--- src/rtl/des_key_schedule.sv ---
// DES round subkey generator: PC-1 load, per-round C/D rotation, PC-2 output.
// One 48-bit subkey per valid/ready handshake, in encrypt (K1..K16) or decrypt (K16..K1) order.
module des_key_schedule (
    input  logic        clk,
    input  logic        rst_n,
    input  logic [63:0] key_in,
    input  logic        mode,
    input  logic        start,
    output logic [47:0] subkey,
    output logic        subkey_valid,
    input  logic        subkey_ready,
    output logic [3:0]  round,
    output logic        busy,
    output logic        done
);
    typedef enum logic {IDLE, GEN} state_t;

    // FIPS 46-3 tables, entries are 1-based DES bit numbers of the source.
    localparam logic [5:0] PC1 [56] = '{
        6'd57, 6'd49, 6'd41, 6'd33, 6'd25, 6'd17, 6'd9,
        6'd1,  6'd58, 6'd50, 6'd42, 6'd34, 6'd26, 6'd18,
        6'd10, 6'd2,  6'd59, 6'd51, 6'd43, 6'd35, 6'd27,
        6'd19, 6'd11, 6'd3,  6'd60, 6'd52, 6'd44, 6'd36,
        6'd63, 6'd55, 6'd47, 6'd39, 6'd31, 6'd23, 6'd15,
        6'd7,  6'd62, 6'd54, 6'd46, 6'd38, 6'd30, 6'd22,
        6'd14, 6'd6,  6'd61, 6'd53, 6'd45, 6'd37, 6'd29,
        6'd21, 6'd13, 6'd5,  6'd28, 6'd20, 6'd12, 6'd4
    };
    localparam logic [5:0] PC2 [48] = '{
        6'd14, 6'd17, 6'd11, 6'd24, 6'd1,  6'd5,
        6'd3,  6'd28, 6'd15, 6'd6,  6'd21, 6'd10,
        6'd23, 6'd19, 6'd12, 6'd4,  6'd26, 6'd8,
        6'd16, 6'd7,  6'd27, 6'd20, 6'd13, 6'd2,
        6'd41, 6'd52, 6'd31, 6'd37, 6'd47, 6'd55,
        6'd30, 6'd40, 6'd51, 6'd45, 6'd33, 6'd48,
        6'd44, 6'd49, 6'd39, 6'd56, 6'd34, 6'd53,
        6'd46, 6'd42, 6'd50, 6'd36, 6'd29, 6'd32
    };

    // DES bit n lives at vector index W-n, so the table walk shifts in MSB first.
    function automatic logic [55:0] pc1(input logic [63:0] k);
        logic [55:0] o;
        logic [5:0]  idx;
        o = '0;
        for (int i = 0; i < 56; i++) begin
            idx = 6'd0 - PC1[i];
            o   = {o[54:0], k[idx]};
        end
        return o;
    endfunction

    function automatic logic [47:0] pc2(input logic [55:0] cd);
        logic [47:0] o;
        logic [5:0]  idx;
        o = '0;
        for (int i = 0; i < 48; i++) begin
            idx = 6'd56 - PC2[i];
            o   = {o[46:0], cd[idx]};
        end
        return o;
    endfunction

    function automatic logic [27:0] rotl(input logic [27:0] x, input logic two);
        return two ? {x[25:0], x[27:26]} : {x[26:0], x[27]};
    endfunction

    function automatic logic [27:0] rotr(input logic [27:0] x, input logic two);
        return two ? {x[1:0], x[27:2]} : {x[0], x[27:1]};
    endfunction

    // Shift schedule: rounds 1, 2, 9 and 16 shift by one, all others by two.
    function automatic logic shift_two(input logic [4:0] s);
        return !(s == 5'd1 || s == 5'd2 || s == 5'd9 || s == 5'd16);
    endfunction

    state_t      state_q;
    logic [27:0] c_q, d_q, c_d, d_d;
    logic [3:0]  round_q;
    logic        mode_q, busy_q, valid_q, done_q;
    logic [55:0] pc1_key;
    logic [4:0]  sh_idx;
    logic        two;

    always_comb begin
        pc1_key = pc1(key_in);
        sh_idx  = mode_q ? (5'd16 - {1'b0, round_q}) : ({1'b0, round_q} + 5'd2);
        two     = shift_two(sh_idx);
        c_d     = mode_q ? rotr(c_q, two) : rotl(c_q, two);
        d_d     = mode_q ? rotr(d_q, two) : rotl(d_q, two);
    end

    always_ff @(posedge clk or negedge rst_n) begin
        if (!rst_n) begin
            state_q <= IDLE;
            c_q     <= '0;
            d_q     <= '0;
            round_q <= '0;
            mode_q  <= 1'b0;
            busy_q  <= 1'b0;
            valid_q <= 1'b0;
            done_q  <= 1'b0;
        end else begin
            done_q <= 1'b0;
            case (state_q)
                IDLE: if (start) begin
                    // Decrypt starts from C0/D0 unrotated: 28 total shifts make C16 == C0.
                    mode_q  <= mode;
                    c_q     <= mode ? pc1_key[55:28] : rotl(pc1_key[55:28], 1'b0);
                    d_q     <= mode ? pc1_key[27:0]  : rotl(pc1_key[27:0], 1'b0);
                    round_q <= '0;
                    busy_q  <= 1'b1;
                    valid_q <= 1'b1;
                    state_q <= GEN;
                end
                GEN: if (subkey_ready) begin
                    if (round_q == 4'd15) begin
                        state_q <= IDLE;
                        round_q <= '0;
                        busy_q  <= 1'b0;
                        valid_q <= 1'b0;
                        done_q  <= 1'b1;
                    end else begin
                        round_q <= round_q + 4'd1;
                        c_q     <= c_d;
                        d_q     <= d_d;
                    end
                end
            endcase
        end
    end

    assign subkey       = pc2({c_q, d_q});
    assign subkey_valid = valid_q;
    assign round        = round_q;
    assign busy         = busy_q;
    assign done         = done_q;
endmodule

--- config.mk ---
export PLATFORM = sky130hd
export DESIGN_NAME = des_key_schedule
export DESIGN_NICKNAME = d
export VERILOG_FILES = /design/src/rtl/des_key_schedule.sv
export SDC_FILE = /design/constraint.sdc
export NUM_CORES = 1
export LEC_CHECK = 0
export BUFFER_PORTS_ARGS = -buffer_cell sky130_fd_sc_hd__buf_2
export CAP_MARGIN = 10
export CORE_MARGIN = 5
export CORE_UTILIZATION = 55
export CTS_CLUSTER_SIZE = 12
export DETAILED_ROUTE_END_ITERATION = 16
export PLACE_DENSITY = 0.8
export REMOVE_ABC_BUFFERS = 1
export SLEW_MARGIN = 20
export SYNTH_ARGS = -nofsm -noshare
export SYNTH_HDL_FRONTEND = slang
export SYNTH_SLANG_ARGS = --single-unit
--- constraint.sdc ---
create_clock -name clk -period 3.31 [get_ports clk]
set_clock_uncertainty 0.2 [all_clocks]
set_input_delay 0.331 -clock clk [delete_from_list [all_inputs] [get_ports clk]]
set_output_delay 0.331 -clock clk [all_outputs]
set_load 0.01 [all_outputs]
==> run metrics, run 1 <==
run status finished, final reports clean; initial antenna violation count 0; Pint a little over 3000 µW; num rows 39; Setup crit end kind flop; startpoint types flop; Layout area overhead 8.09%; Layout Cells excl Fill 966; First-pass DRT Iterations 5; drt total wl around 17000 µm; Reg area between 1500 and 2000 µm²; Worst Path Max Fanout 56; number of top-level pins 124; largest net degree at the start of global routing about 170; Slew Viols, Final 0; Synth Warn # 0; crit path buf inv count 1; Slowest cell on crit path a211o_2; first-pass GRT wire length 29700 µm; net switching power 2870 µW; via count 6375; Main synth FF type dfrtp_1; TNS Setup 0 ps; combinational power share ~56%; core area roughly 11000 µm²; clock buffer depth 2; Worst Setup Path Type reg -> reg; wire per inst about 18 µm; GRT Residual Overflow 0; Placer Congestion between 0.8 and 0.9; hpwl dp about 11000 µm; CP Cell Sequence inv_1, ha_1, nand3b_1, a211o_2, nand3_1, a31oi_1, a311oi_1; number of synthesized flops with an enable pin 0; P_leak just under 0.003 µW; synthesized area around 6400 µm²; n_diodes 0; DR iter-0 viols about 800; fin crit share ~87%; Die X 118 µm; Worst Hold Class in -> reg; hold buffers post-CTS 1; # H-tree levels 3; start point of the worst hold path start; CTS tree yes; Place WS 455 ps; hold depth 3; Max-slew headroom between 20% and 30%; CP Data Arrival Time about 3000 ps; Sink Count 64; vias in the first global route 6081; post-synthesis cell count slightly above 800; Mapped Avg Cell Area slightly below 8 µm²; die area approximately 14000 µm²; Critical Path RT roughly 3300 ps; IO buf count 115; Flop pwr share between 20 and 30%; Nets slightly below 900; Post-CTS Resized 0; hold path endpoint state_q$_DFF_PN0_; Setup violations, final 0; Worst Tran Pin Value ~1100 ps; RSZ-0062 raised after global routing no; Die Span Y 118 µm; Achievable Freq ~350 MHz; Crit path max-delay family compound AO/OA/AOI/OAI gates; fill cell count 1055; Seq/Total Area, Yosys approximately 25%; peak supply drop 0.000717 V; Clk pwr share between 10% and 20%; Num CTS Buffers 9; max_cap viols 0; area occupied by multi-input gates about 4000 µm²; Total Power between 5000 and 6000 µW; Netlist cell types 37; #FFs+latches synth 64; clk root buf clkbuf_16; vias per cell approximately 6.6; final setup margin around 410 ps; setup bufs post-CTS 0; Cell Pwr Density roughly 860 nW/µm²; Placed Cells about 950; worst r2r src round[1]$_DFFE_PN0P_; clk_lat worst skew about 340 ps; Hold Vio Cnt, Final 0; Async SR Flop Fraction 100%; Routed Antenna Nets 0; final core occ about three fifths; share of layout cells above drive strength 1 about a fifth; DRC violations left 0; R2R setup slack ~410 ps; Initial Utilization between 50% and 60%; crit-path max cell delay around 700 ps; min Tclk post-route around 2900 ps; GRT Resource Usage Total 24.8%; switch share a little under half; clock-pin slew on the worst setup and hold paths about 60 ps; Worst Reg-to-Reg Cells 7; worst r2r dst d_q[12]$_DFFE_PN0P_
[Yosys cell counts (3+ instances only)]
cell type  count  share of area, %
nand3b_1       4              0.47
ha_1           5              0.97
mux2i_1      112                17
nand3_1       60               4.7
buf_4         51               6.0
dfrtp_1       64                25
buf_2         20               1.6
o21a_1        56               6.5
nor2_1       116               6.8
nand2b_1       3              0.29
a31oi_1       56               5.5
inv_1          5              0.29
buf_12         4               1.2
clkbuf_1      60               3.5
o21ai_0      115               9.0
a311oi_1      56               7.6
[layout by cell type (no fill, tap or decap), drive strengths merged, types with 3 or more instances in the layout]
cell	Yosys	routed
buf	78	130
ha	5	5
a31oi	56	56
mux2i	112	112
nor2	116	116
a311oi	56	56
o21ai	117	117
dfrtp	64	64
nand3b	4	4
clkbuf	60	12
inv	6	6
clkinv	0	4
o21a	56	56
nand3	60	60
nand2b	3	3
[tightest hold or removal path, cell delays in order]
cell and delay [ps]:
buf_2 90, nor2_1 50, nor2_1 80
[per-layer routing]
| metal | track usage (%) | part of all wire, % | vias up |
|---|---|---|---|
| li1 | - | - | 3011 |
| met1 | 32.7 | 41 | 3024 |
| met2 | 39.7 | 48 | 312 |
| met3 | 6.63 | 9.0 | 28 |
| met4 | 7.96 | 1.5 | 0 |
| met5 | 0 | 0 | - |
[worst max-delay path by stage]
stage / from / end / slack [ps] / cells past startpoint
2_1_floorplan: state_q$_DFF_PN0_ / c_q[0]$_DFFE_PN0P_ / -4070 / 5
3_3_place_gp: round[1]$_DFFE_PN0P_ / c_q[24]$_DFFE_PN0P_ / 510 / 7
3_5_place_dp: round[1]$_DFFE_PN0P_ / c_q[0]$_DFFE_PN0P_ / 460 / 7
4_1_cts: round[1]$_DFFE_PN0P_ / d_q[12]$_DFFE_PN0P_ / 420 / 7
5_1_grt: round[1]$_DFFE_PN0P_ / d_q[12]$_DFFE_PN0P_ / 220 / 7
6_report: round[1]$_DFFE_PN0P_ / d_q[12]$_DFFE_PN0P_ / 410 / 7
[flip-flops by register name, indices dropped and copies added, names as in the netlist]
register,flops
d_q,28
done,1
state_q,1
subkey_valid,1
round,4
c_q,28
mode_q,1
[per-stage QoR]
stage	hold slack, ps	area [µm²]
floorplan	-165	5610
global placement	313	6650
detailed placement	311	6650
CTS	24.3	6940
global route	52.6	6940
finish	42.6	6940
[cells by family (layout without fill, tap and decap cells)]
group,count (synthesis),count (layout),synth area share (%)
multiplexers,113,113,17.6
flip-flops,64,64,25.0
adder cells (fa/ha/maj),5,5,0.975
AND/OR/NAND/NOR,190,190,12.9
buffers and inverters,144,153,12.9
AO/OA/AOI/OAI,298,298,30.6
[cell type report]
type,count,area share [%]
multi-input cells,606,58.2
clock inverters,4,0.289
repair buffers,131,11.7
well taps,143,2.58
inverters,6,0.325
flip-flops and latches,64,23.2
clock buffers,12,3.70
[power by group through the flow]
stage	Clock, µW	Combinational, µW	Sequential (µW)
2_1_floorplan	0	1990	1850
3_3_place_gp	0	3240	1730
3_5_place_dp	0	3300	1740
4_1_cts	932	3310	1730
5_1_grt	962	3660	1820
6_report	915	3320	1750
Note: power is estimated with default switching activity, not from simulation.
==> inputs of run 2 (changes only) <==
Settings changed: SKIP_LAST_GASP set to 1.
Clock period 3.31 ns to 2.91 ns, I/O delays scaled along.
==> run metrics, run 2 (same netlist as run 1, synthesis figures left out) <==
post-route cell area 7050 µm² (+1.6%); share of layout cells above drive strength 1 19.4% (+0.66 points); # H-tree levels 3 (unchanged); Placed Cells 957 (+0.84%); Hold Vio Cnt, Final 0 (unchanged); setup bufs post-CTS 0 (unchanged); CP Data Arrival Time 2680 ps (-250 ps); clk root buf clkbuf_16; Cell Pwr Density 984 nW/µm² (+14%); First-pass DRT Iterations 5 (unchanged); DR iter-0 viols 694 (-11%); die area 13900 µm² (unchanged); R2R setup slack 260 ps (-150 ps); run status finished, final reports clean; Worst Tran Pin Value 621 ps (-436 ps); crit path buf inv count 2 (+1); via count 6356 (-0.30%); Die X 118 µm (unchanged); CTS tree yes; Place WS 234 ps (-222 ps); Layout area overhead 9.79%; Nets 900 (+0.90%); CP Cell Sequence inv_1, ha_1, nand3b_1, o21ai_0, a32oi_4, buf_4, mux2i_1, a311oi_1; worst r2r dst d_q[27]$_DFFE_PN0P_; Setup crit end kind flop; startpoint types flop; most frequent cells in the layout 116 x nor2_1, 115 x o21ai_0, 114 x buf_2; cell count along the critical path 8 (+1); Initial Utilization 56.2% (unchanged); fin crit share 91.0% (+3.5 points); clock buffer depth 2 (unchanged); Die Span Y 118 µm (unchanged); initial antenna violation count 0 (unchanged); final setup margin 261 ps (-153 ps); hpwl dp 11000 µm (-0.14%); min Tclk post-route 2650 ps (-247 ps); n_diodes 0 (unchanged); Achievable Freq 378 MHz (+9.3%); drt total wl 17000 µm (-2.1%); number of top-level pins 124 (unchanged); Sink Count 64 (unchanged); clock-pin slew on the worst setup and hold paths 50 ps (about the same); Slew Viols, Final 0 (unchanged); RSZ-0062 raised after global routing no; peak supply drop 0.000719 V (+0.18%); clk_lat worst skew 330 ps (about the same); Num CTS Buffers 9 (unchanged); core area 11400 µm² (unchanged); Crit path max-delay family compound AO/OA/AOI/OAI gates; Slowest cell on crit path a32oi_4; commonest non-fill, non-tap cell in the layout nor2_1; first-pass GRT wire length 29200 µm (-1.7%); Worst Reg-to-Reg Cells 8 (+1); worst r2r src round[0]$_DFFE_PN0P_; GRT Residual Overflow 0 (unchanged); hold_ws 32.1 ps (-10.5 ps); max_cap viols 0 (unchanged); IO buf count 115 (unchanged); crit path capture d_q[27]$_DFFE_PN0P_; fill cell count 1042 (-1.2%); Placer Congestion 0.841 (+0.56%); Worst Setup Path Type reg -> reg; crit-path max cell delay 510 ps (-190 ps); Critical Path RT 2940 ps (-400 ps); GRT Resource Usage Total 24.1% (-0.74 points); num rows 39 (unchanged); vias in the first global route 5927 (-2.5%); Setup violations, final 0 (unchanged); P_leak 0.00298 µW (+1.8%); wire per inst 17.5 µm (-2.9%); Worst Path Max Fanout 7 (-88%); Crit. Startpoint round[0]$_DFFE_PN0P_; Routed Antenna Nets 0 (unchanged); TNS Setup 0 ps (unchanged); vias per cell 6.53 (-1.1%); largest net degree at the start of global routing 169 (-1.2%); Post-CTS Resized 0 (unchanged); Placed Area 6740 µm² (+1.3%); DRC violations left 0 (unchanged); Max-slew headroom 58.6% (+29 points); Worst Hold Class in -> reg; Layout Cells excl Fill 974 (+0.83%)
run 2: power breakdown:
group / switching, µW / internal, µW
Sequential: 679 / 1310
Clock: 407 / 708
Combinational: 2160 / 1670
run 2: tightest hold or removal path, delay by kind of cell:
family / cells / cell delay, ps
buffers and inverters: 1 / 90
and+or+nand+nor: 2 / 140
run 2: routing by layer:
metal | vias up | GRT usage [%] | part of all wire (%)
met5 | - | 0 | 0
met4 | 0 | 6.02 | 1.4
met3 | 27 | 4.95 | 7.2
met2 | 265 | 39.1 | 48
met1 | 3042 | 32.9 | 44
li1 | 3022 | - | -
run 2: how the worst min path moves through the flow:
stage / start / end / slack [ps] / cells after the start
2_1_floorplan: rst_n / c_q[0]$_DFFE_PN0P_ / -200 / 0
3_3_place_gp: rst_n / c_q[8]$_DFFE_PN0P_ / 140 / 2
3_5_place_dp: rst_n / c_q[8]$_DFFE_PN0P_ / 140 / 2
4_1_cts: start / state_q$_DFF_PN0_ / 30 / 3
5_1_grt: start / state_q$_DFF_PN0_ / 60 / 3
6_report: start / state_q$_DFF_PN0_ / 30 / 3
run 2: what timing repair did:
| action | CTS | global route |
|---|---|---|
| hold endpoints to repair | 64 | 0 |
| endpoints found under the setup margin | 0 | 0 |
| hold buffers | 1 | 0 |
run 2: per-stage QoR:
stage | utilization (%) | power (µW)
6_report | 61.7 | 6940
2_1_floorplan | - | 4370
4_1_cts | 61.7 | 6940
5_1_grt | 61.7 | 7460
3_5_place_dp | 59.0 | 5790
3_3_place_gp | 59.0 | 5720
run 2: area by class of cell:
class	instances	area (µm²)	area share [%]
well taps	143	179	2.54
repair buffers	139	898	12.7
clock inverters	3	40.0	0.568
inverters	6	22.5	0.320
clock buffers	13	260	3.69
flip-flops and latches	64	1610	22.8
multi-input cells	606	4040	57.3
==> inputs of run 3 (changes only) <==
Settings changed: CORE_UTILIZATION 55 to 51, PLACE_DENSITY 0.8 to 0.76.
==> run metrics, run 3 (same netlist as run 1, synthesis figures left out) <==
run status finished, final reports clean; largest net degree at the start of global routing 174 (+3.0%); Cell Pwr Density 971 nW/µm² (-1.3%); switch share 47.5% (+0.75 points); vias per cell 6.38 (-2.2%); Initial Utilization 51.5% (-4.7 points); startpoint types flop; # H-tree levels 3 (unchanged); via count 6390 (+0.53%); Worst Setup Path Type reg -> reg; first-pass GRT wire length 29100 µm (-0.26%); Flop pwr share 29.4% (+0.6 points); First-pass DRT Iterations 5 (unchanged); top routing layer in use met4; Setup violations, final 0 (unchanged); post-route cell area 7080 µm² (+0.43%); Routed met3 length 1420 µm (+16%); TNS Setup 0 ps (unchanged); Clk pwr share 14.9% (-1.2 points); Pint 3610 µW (-2.3%); worst r2r src round[0]$_DFFE_PN0P_; setup bufs post-CTS 0 (unchanged); wl on met1 7950 µm (+6.6%); vias in the first global route 5794 (-2.2%); clock buffer depth 2 (unchanged); Layout Cells excl Fill 1001 (+2.8%); Placed Cells 984 (+2.8%); peak supply drop 0.000892 V (+24%); hold_ws 45.0 ps (+12.8 ps); DRC violations left 0 (unchanged); Hold Vio Cnt, Final 0 (unchanged); combinational power share 55.7% (+0.5 points); max_cap viols 0 (unchanged); Num CTS Buffers 9 (unchanged); min Tclk post-route 2660 ps (+9.79 ps); number of top-level pins 124 (unchanged); final setup margin 251 ps (-9.79 ps); share of layout cells above drive strength 1 18.8% (-0.56 points); start point of the worst hold path start; hold depth 3 (unchanged); wire per inst 17.5 µm (+0.34%); Placed Area 6800 µm² (+0.87%); Achievable Freq 376 MHz (-0.37%); worst r2r dst d_q[25]$_DFFE_PN0P_; hold path endpoint state_q$_DFF_PN0_; Nets 898 (-0.22%); Max-slew headroom 54.5% (-4.1 points); R2R setup slack 250 ps (about the same); CP Data Arrival Time 2680 ps (about the same); Routed Antenna Nets 0 (unchanged); Setup crit end kind flop; drt total wl 17500 µm (+3.1%); Sink Count 64 (unchanged); metal2 WL 7880 µm (-2.5%); core area 12500 µm² (+9.2%); GRT Resource Usage Total 23.4% (-0.67 points); Layout area overhead 10.3%; die area 14900 µm² (+7.2%); DR iter-0 viols 886 (+28%); GRT Residual Overflow 0 (unchanged); most frequent cells in the layout 116 x nor2_1, 115 x o21ai_0, 114 x buf_2; fin crit share 91.4% (+0.34 points); commonest non-fill, non-tap cell in the layout nor2_1; n_diodes 0 (unchanged); clock-pin slew on the worst setup and hold paths 60 ps (about the same); Place WS 280 ps (+46.7 ps); CTS tree yes; hpwl dp 11100 µm (+0.82%); Worst Tran Pin Value 682 ps (+61.8 ps); Placer Congestion 0.827 (-1.7%); clk_lat worst skew 330 ps (about the same); P_leak 0.00297 µW (-0.46%); Die X 122 µm (+3.5%); num rows 41 (+5.1%); Die Span Y 122 µm (+3.5%); Worst Hold Class in -> reg; Worst Path Max Fanout 22 (+15); Slew Viols, Final 0 (unchanged); net switching power 3260 µW (+0.66%); RSZ-0062 raised after global routing no; Worst Reg-to-Reg Cells 7 (-1); Critical Path RT 2930 ps (about the same); initial antenna violation count 0 (unchanged); IO buf count 115 (unchanged); clk root buf clkbuf_16
-- run 3: cell count changes in the layout (fill, tap and decap cells not counted) --
cell,before,now
clkbuf_1,2,5
buf_12,11,14
clkinv_2,2,0
buf_4,13,8
bufinv_16,1,0
-- run 3: final cells by class --
type | count | area [µm²]
multi-input combinational | 606 | 4040
tap | 172 | 215
inverter | 6 | 22.5
fill | 1166 | 5390
clock buffer | 16 | 272
sequential | 64 | 1610
timing repair buffer | 137 | 921
-- run 3: worst max path at each step --
| stage | start | slack [ps] | to | cells past startpoint |
|---|---|---|---|---|
| CTS | round[0]$_DFFE_PN0P_ | 240 | d_q[15]$_DFFE_PN0P_ | 8 |
| global route | round[0]$_DFFE_PN0P_ | 80 | d_q[15]$_DFFE_PN0P_ | 8 |
| finish | round[0]$_DFFE_PN0P_ | 250 | d_q[25]$_DFFE_PN0P_ | 7 |
| global placement | round[0]$_DFFE_PN0P_ | 370 | c_q[23]$_DFFE_PN0P_ | 8 |
| detailed placement | round[0]$_DFFE_PN0P_ | 280 | d_q[15]$_DFFE_PN0P_ | 8 |
| floorplan | state_q$_DFF_PN0_ | -4470 | c_q[0]$_DFFE_PN0P_ | 5 |
-- run 3: repair_timing --
item,in CTS,in global routing
gates resized for setup,0,0
hold buffers,1,0
hold endpoints to repair,64,0
-- run 3: per-stage QoR --
stage / utilization, % / total power (µW)
after floorplan: - / 4370
after global placement: 54.5 / 5740
after detailed placement: 54.5 / 5820
after CTS: 56.8 / 6870
after global routing: 56.8 / 7400
final: 56.8 / 6870
-- run 3: power groups by stage --
stage	Combinational, µW	Sequential (µW)	Clock (µW)
after floorplan	2260	2110	0
after global placement	3730	2000	0
after detailed placement	3800	2020	0
after CTS	3820	2000	1050
after global routing	4200	2100	1100
final	3830	2020	1020
-- run 3: critical path, stage by stage, from the launching register on --
cell,delay [ps]
dfrtp_1,470
ha_1,370
a21boi_0,440
o221ai_4,320
buf_12,260
nand3_1,70
a31oi_1,90
a311oi_1,320
-- run 3: routing by layer --
metal | vias up | global-route usage (%)
li1 | 3020 | -
met2 | 302 | 34.9
met5 | - | 0
met3 | 22 | 3.85
met1 | 3046 | 34.5
met4 | 0 | 7.77
